===== src/rtl/dcache_port_arbiter.sv =====
// Single data-cache port shared by the load pipeline and store-queue commit.
// One access in flight; store-first priority with a bounded load starvation window.
module dcache_port_arbiter #(
    parameter int PD_W         = 6,
    parameter int STARVE_LIMIT = 4
) (
    input  logic            i_clk,
    input  logic            i_rst_n,
    input  logic            i_flush,
    input  logic            i_ld_valid,
    output logic            o_ld_ready,
    input  logic [31:0]     i_ld_addr,
    input  logic [3:0]      i_ld_rmask,
    input  logic [PD_W-1:0] i_ld_pd,
    input  logic            i_st_valid,
    output logic            o_st_ready,
    input  logic [31:0]     i_st_addr,
    input  logic [3:0]      i_st_wmask,
    input  logic [31:0]     i_st_wdata,
    output logic [31:0]     o_dmem_addr,
    output logic [3:0]      o_dmem_rmask,
    output logic [3:0]      o_dmem_wmask,
    output logic [31:0]     o_dmem_wdata,
    input  logic [31:0]     i_dmem_rdata,
    input  logic            i_dmem_resp,
    output logic            o_ld_res_valid,
    output logic [PD_W-1:0] o_ld_res_pd,
    output logic [31:0]     o_ld_res_data,
    output logic            o_st_done
);

    localparam int CNT_W = $clog2(STARVE_LIMIT + 1);
    localparam logic [CNT_W-1:0] LIMIT = CNT_W'(STARVE_LIMIT);

    localparam logic [1:0] S_IDLE    = 2'd0;
    localparam logic [1:0] S_LD_WAIT = 2'd1;
    localparam logic [1:0] S_ST_WAIT = 2'd2;
    localparam logic [1:0] S_LD_DROP = 2'd3;

    logic [1:0]       r_state;
    logic [CNT_W-1:0] r_starve_cnt;
    logic [31:0]      r_addr;
    logic [3:0]       r_rmask;
    logic [3:0]       r_wmask;
    logic [31:0]      r_wdata;
    logic [PD_W-1:0]  r_pd;
    logic             r_ld_res_valid;
    logic [PD_W-1:0]  r_ld_res_pd;
    logic [31:0]      r_ld_res_data;
    logic             r_st_done;

    logic w_idle;
    logic w_ld_req;
    logic w_ld_wins;
    logic w_ld_grant;
    logic w_st_grant;

    // A flushed load never requests; a starved load overrides the store only at the limit.
    assign w_idle     = (r_state == S_IDLE);
    assign w_ld_req   = i_ld_valid && !i_flush;
    assign w_ld_wins  = (r_starve_cnt == LIMIT);
    assign w_st_grant = w_idle && i_st_valid && !(w_ld_req && w_ld_wins);
    assign w_ld_grant = w_idle && w_ld_req && (!i_st_valid || w_ld_wins);

    assign o_ld_ready     = w_ld_grant;
    assign o_st_ready     = w_st_grant;
    assign o_dmem_addr    = r_addr;
    assign o_dmem_rmask   = r_rmask;
    assign o_dmem_wmask   = r_wmask;
    assign o_dmem_wdata   = r_wdata;
    assign o_ld_res_valid = r_ld_res_valid;
    assign o_ld_res_pd    = r_ld_res_pd;
    assign o_ld_res_data  = r_ld_res_data;
    assign o_st_done      = r_st_done;

    always_ff @(posedge i_clk or negedge i_rst_n) begin
        if (!i_rst_n) begin
            r_starve_cnt <= '0;
        end else if (i_flush) begin
            r_starve_cnt <= '0;
        end else if (w_idle) begin
            if (!i_ld_valid || w_ld_grant)
                r_starve_cnt <= '0;
            else if (w_st_grant && !w_ld_wins)
                r_starve_cnt <= r_starve_cnt + 1'b1;
        end
    end

    always_ff @(posedge i_clk or negedge i_rst_n) begin
        if (!i_rst_n) begin
            r_state        <= S_IDLE;
            r_addr         <= '0;
            r_rmask        <= '0;
            r_wmask        <= '0;
            r_wdata        <= '0;
            r_pd           <= '0;
            r_ld_res_valid <= 1'b0;
            r_ld_res_pd    <= '0;
            r_ld_res_data  <= '0;
            r_st_done      <= 1'b0;
        end else begin
            r_ld_res_valid <= 1'b0;
            r_st_done      <= 1'b0;
            case (r_state)
                S_IDLE: begin
                    if (w_st_grant) begin
                        r_state <= S_ST_WAIT;
                        r_addr  <= {i_st_addr[31:2], 2'b00};
                        r_rmask <= 4'b0000;
                        r_wmask <= i_st_wmask;
                        r_wdata <= i_st_wdata;
                    end else if (w_ld_grant) begin
                        r_state <= S_LD_WAIT;
                        r_addr  <= {i_ld_addr[31:2], 2'b00};
                        r_rmask <= i_ld_rmask;
                        r_wmask <= 4'b0000;
                        r_pd    <= i_ld_pd;
                    end
                end
                S_LD_WAIT: begin
                    if (i_dmem_resp) begin
                        r_state <= S_IDLE;
                        r_rmask <= 4'b0000;
                        // A squash landing with the response still kills the result.
                        if (!i_flush) begin
                            r_ld_res_valid <= 1'b1;
                            r_ld_res_pd    <= r_pd;
                            r_ld_res_data  <= i_dmem_rdata;
                        end
                    end else if (i_flush) begin
                        r_state <= S_LD_DROP;
                    end
                end
                S_LD_DROP: begin
                    if (i_dmem_resp) begin
                        r_state <= S_IDLE;
                        r_rmask <= 4'b0000;
                    end
                end
                S_ST_WAIT: begin
                    if (i_dmem_resp) begin
                        r_state   <= S_IDLE;
                        r_wmask   <= 4'b0000;
                        r_st_done <= 1'b1;
                    end
                end
                default: r_state <= S_IDLE;
            endcase
        end
    end

endmodule

===== config.mk =====
export PLATFORM = sky130hd
export DESIGN_NAME = dcache_port_arbiter
export DESIGN_NICKNAME = d
export VERILOG_FILES = /design/src/rtl/dcache_port_arbiter.sv
export SDC_FILE = /design/constraint.sdc
export NUM_CORES = 1
export LEC_CHECK = 0
export ABC_AREA = 1
export CORE_ASPECT_RATIO = 2
export CORE_UTILIZATION = 43
export CTS_CLUSTER_DIAMETER = 120
export DETAILED_ROUTE_END_ITERATION = 16
export GPL_TIMING_DRIVEN = 0
export PLACE_DENSITY_LB_ADDON = 0.05
export SLEW_MARGIN = 10
export SYNTH_ARGS = -nofsm -noshare
export SYNTH_HDL_FRONTEND = slang
export SYNTH_SLANG_ARGS = --single-unit
export TNS_END_PERCENT = 10

===== constraint.sdc =====
create_clock -name i_clk -period 3 [get_ports i_clk]
set_input_delay 0.6 -clock i_clk [delete_from_list [all_inputs] [get_ports i_clk]]
set_output_delay 0.6 -clock i_clk [all_outputs]
set_load 0.01 [all_outputs]

==> results.md <==
- Pin count of the biggest net entering global routing: between 70 and 80
- Number of I/O port buffers: 255
- Main area contributors after synthesis: sky130_fd_sc_hd__dfrtp_1 58%, sky130_fd_sc_hd__nand2_1 28%, sky130_fd_sc_hd__nand3_1 3.8%, sky130_fd_sc_hd__o21ai_0 1.4%, sky130_fd_sc_hd__inv_1 1.4%
- Cts bufs inserted: 17
- Sequential share of power: 33.3%
- Sink Count: about 120
- Antenna violations before repair: 0
- Transition time at the pin with the least slew margin: around 0.64 ns
- Instance count of the mapped netlist: 640
- Adder-cell share of the synthesized area: 0.481%
- Violation count after the first detailed-routing iteration: 287
- Total Routed Length: 15.6 mm
- Count of final setup violators: 0
- Post-layout minimum cycle time: slightly below 3 ns
- Final Hold Fails: 0
- Overall overflow remaining after global route: 0
- Cell seen most often among critical-path stages: sky130_fd_sc_hd__clkdlybuf4s50_1
- FF+latch count, synth: between 100 and 150
- Overall die area: around 13,000 µm²
- Kind of path behind the tightest hold check: in -> async
- Data required time at the worst endpoint: between 2 and 2.5 ns
- CTS Root Buffer Type: sky130_fd_sc_hd__clkbuf_16
- Vias per cell: ~4.8
- Core box area: ~12,000 µm²
- Cell with the largest stage delay on the worst path: sky130_fd_sc_hd__clkdlybuf4s50_1
- Share of synthesized cell area in and, or, nand and nor gates: 33.8%
- Finished Cell Area: 8540 µm²
- Static power due to leakage: about 4.3 nW
- Number of fill cells: 939
- Switching Fraction: a little over a third
- Most frequent cell after synthesis: sky130_fd_sc_hd__nand2_1
- Largest family of logic cells by synthesized area: simple AND/OR/NAND/NOR gates
- Detailed placement HPWL: approximately 12 mm
- Number of nets in the final layout: between 1,000 and 1,500
- Total Routing Usage GR: a little over a quarter
- RR Startpoint: r_starve_cnt[0]
- Insertion delay of the later-clocked pin in the worst-skew pair: between 0.4 and 0.5 ns
- Number of rows in the core area: 56
- Vias in the first global route: around 5,400
- Largest buffer count on any clock path: 2
- Power density of the placed cells: ~970 nW/µm²
- Mean instance size in the synthesized netlist: around 8.1 µm²
- H-tree depth reported by CTS: 4
- Final routed DRC violation total: 0
- Smallest setup slack after layout: 0.0802 ns
- P_sw: slightly below 3 mW
- Initial standard-cell utilization of the core: approximately 44%
- Launch point of the critical path: i_st_valid
- Worst-case headroom to the max-slew limit: a little under three fifths
- Die extent in x: 79.8 µm
- Dominant delay contributor by cell family on the critical path: buffers and inverters
- Mux contribution to synthesized area: 0%
- Sequential area share after synthesis: between 50 and 60%
- Compound-cell area share of the yosys netlist: roughly 1.8%
- Final ANT Viol Nets: 0
- Number of distinct library cells after synthesis: 23
- CP max FO: 10
- Most common flop cell mapped by yosys: sky130_fd_sc_hd__dfrtp_1
- Wire length of the first global-routing pass: around 25 mm
- Number of primary I/O pins: about 260
- Share of the synthesized area in the top cell type: 58.2%
- Post-route fraction of the period consumed by the critical path: 97.3%
- Clock-pin slew of the registers on the worst-case setup and hold paths: approximately 0.06 ns
- Via count of the routed design: between 5,000 and 6,000
- EDFF count, synth: 0
- Mapped cell area: roughly 5200 µm²
- Element type at the critical path start: input pin
- Drt pass-1 iters: 4
- Post-DR wirelength/cell: between 10 and 15 µm
- Post-synthesis xor/xnor area fraction: less than 1%
- Post-synthesis to final-layout area growth: 64.1%
- Pint: roughly 5.4 mW
- Area occupied by registers: 3030 µm²
- TritonCTS clock tree: done
- Most used standard cells in the synthesized netlist: 390 x sky130_fd_sc_hd__nand2_1, 121 x sky130_fd_sc_hd__dfrtp_1, 39 x sky130_fd_sc_hd__nand3_1
- Crit-path cells: clkdlybuf4s50_1 -> inv_1 -> nor2_8 -> nand2_8 -> inv_4 -> buf_4 -> clkdlybuf4s50_1
- Antenna fix cells: 0
- Placed instance area: 7970 µm²
- Leading area contributor after synthesis: sky130_fd_sc_hd__dfrtp_1
- Share of async-settable or async-resettable flops after synthesis: 100%
- Total buffers and inverters traversed by the critical path: 5
- Setup repair after global routing missed its margin: no
- Clk network pwr share: around 23%
- Clk_skew: 0.00977 ns
- Delay of the slowest cell on the worst path: approximately 0.55 ns
- Worst-case setup slack after placement: roughly 0.019 ns
- Critical path capture point type: primary output
- Quantity of hold-fixing buffers added after cts: 0
- Placer congestion estimate: 0.809
- Maximum Capacitance Violations: 0
- Number of max-slew violations in the final report: 0
- Yosys warnings: 0
- Outcome: completed
- Die span in y: around 160 µm
- Start-to-end type of the worst setup path: in -> out
- Achievable frequency: 342 MHz
- Data arrival time of the worst path: 2.32 ns
- Largest vdd supply drop: approximately 0.56 mV
- Post-route worst hold slack: between 0.15 and 0.2 ns
- Layout cell share with drive strength beyond 1: under 10%
- Logic pwr share: 43.5%
- Multi-input logic area: 1900 µm²
- Total setup buffers inserted after CTS: 0
-- worst paths after layout --
path	to	slack (ns)	cells past startpoint
max	o_st_ready	0.08	7
min	o_dmem_addr[25]	0.18	1
max reg2reg	o_dmem_addr[20]	1.27	10
min reg2reg	o_dmem_wmask[0]	0.47	2
max in group asynchronous	o_dmem_wdata[26]	2.12	2
min in group i_clk	o_dmem_wmask[0]	0.47	2
-- worst reg2reg max path: cells and delay by family, from the launching register on --
kind	cells	cell delay (ns)
adders and majority gates	1	0.20
buffers and inverters	3	0.54
DFF	1	0.35
and+or+nand+nor	6	0.58
-- final cells by class --
| type | instances | share of cell area (%) |
|---|---|---|
| Timing Repair Buffer | 256 | 30.2 |
| Clock buffer | 19 | 5.19 |
| Inverter | 23 | 1.04 |
| Clock inverter | 13 | 1.42 |
| Multi-Input combinational cell | 465 | 22.2 |
| Buffer | 32 | 2.30 |
| Tap cell | 145 | 2.13 |
| Sequential cell | 121 | 35.5 |
-- cell families after synthesis --
logic type                 after synthesis
and+or+nand+nor                        441
DFF                                    121
buffers and inverters                   55
AOI/OAI and AO/OA                       19
adders and majority gates                2
xor gates and xnor gates                 1
other                                    1
-- power by group through the flow --
stage,sequential [mW],combinational (mW),clock [mW]
2_1_floorplan,3.07,1.28,0
3_3_place_gp,2.74,3.52,0
3_5_place_dp,2.77,3.62,0
4_1_cts,2.76,3.65,1.97
5_1_grt,2.85,3.98,2.04
6_report,2.76,3.60,1.92
-- stage by stage --
step	TNS, ns	power (mW)	std cells	utilization [%]
6_report	0	8.28	1074	72.5
5_1_grt	0	8.86	1074	72.5
4_1_cts	0	8.38	1074	72.5
3_5_place_dp	0	6.40	1042	67.7
3_3_place_gp	-392.77	6.26	1041	67.5
2_1_floorplan	0	4.35	641	-
-- flip-flops by register name (all words and copies together) (netlist names) --
register	count
o_dmem_addr	30
o_dmem_rmask	4
o_dmem_wdata	32
o_dmem_wmask	4
o_ld_res_data	32
o_ld_res_pd	6
o_ld_res_valid	1
o_st_done	1
r_pd	6
r_starve_cnt	3
r_state	2
-- timing repair --
action / in CTS / in global routing
resized for setup: 1 / 1
endpoints found under the setup margin: 1 / 2
pin swaps: 0 / 1
-- routing by layer --
layer | global-route usage, % | vias up | part of all wire, %
li1 | - | 2508 | -
met3 | 7.95 | 36 | 7.0
met1 | 25.4 | 2371 | 34
met2 | 49.4 | 208 | 56
met5 | 0 | - | 0
met4 | 11.6 | 0 | 3.2
-- cells in the final DEF (no fill, tap or decap) --
cell and count:
sky130_fd_sc_hd__nand4_2 1, sky130_fd_sc_hd__nand3_1 39, sky130_fd_sc_hd__nand4_1 1, sky130_fd_sc_hd__conb_1 2
sky130_fd_sc_hd__nor2_8 1, sky130_fd_sc_hd__clkdlybuf4s50_1 254, sky130_fd_sc_hd__inv_4 1, sky130_fd_sc_hd__nand2_8 1
sky130_fd_sc_hd__buf_4 8, sky130_fd_sc_hd__ha_1 2, sky130_fd_sc_hd__nand2_4 1, sky130_fd_sc_hd__nand2_2 2
sky130_fd_sc_hd__nand2_1 390, sky130_fd_sc_hd__nor2_1 5, sky130_fd_sc_hd__clkbuf_16 17, sky130_fd_sc_hd__clkinv_2 3
sky130_fd_sc_hd__clkbuf_1 8, sky130_fd_sc_hd__bufinv_16 1, sky130_fd_sc_hd__clkbuf_8 1, sky130_fd_sc_hd__clkinv_4 5
sky130_fd_sc_hd__buf_2 13, sky130_fd_sc_hd__inv_6 2, sky130_fd_sc_hd__buf_16 1, sky130_fd_sc_hd__dfrtp_1 121
sky130_fd_sc_hd__inv_2 4, sky130_fd_sc_hd__a21oi_1 1, sky130_fd_sc_hd__o21ai_1 3, sky130_fd_sc_hd__clkinvlp_4 2
sky130_fd_sc_hd__o21ai_0 15, sky130_fd_sc_hd__xor2_1 1, sky130_fd_sc_hd__inv_1 18, sky130_fd_sc_hd__buf_6 5
(Power assumes the default switching activity.)
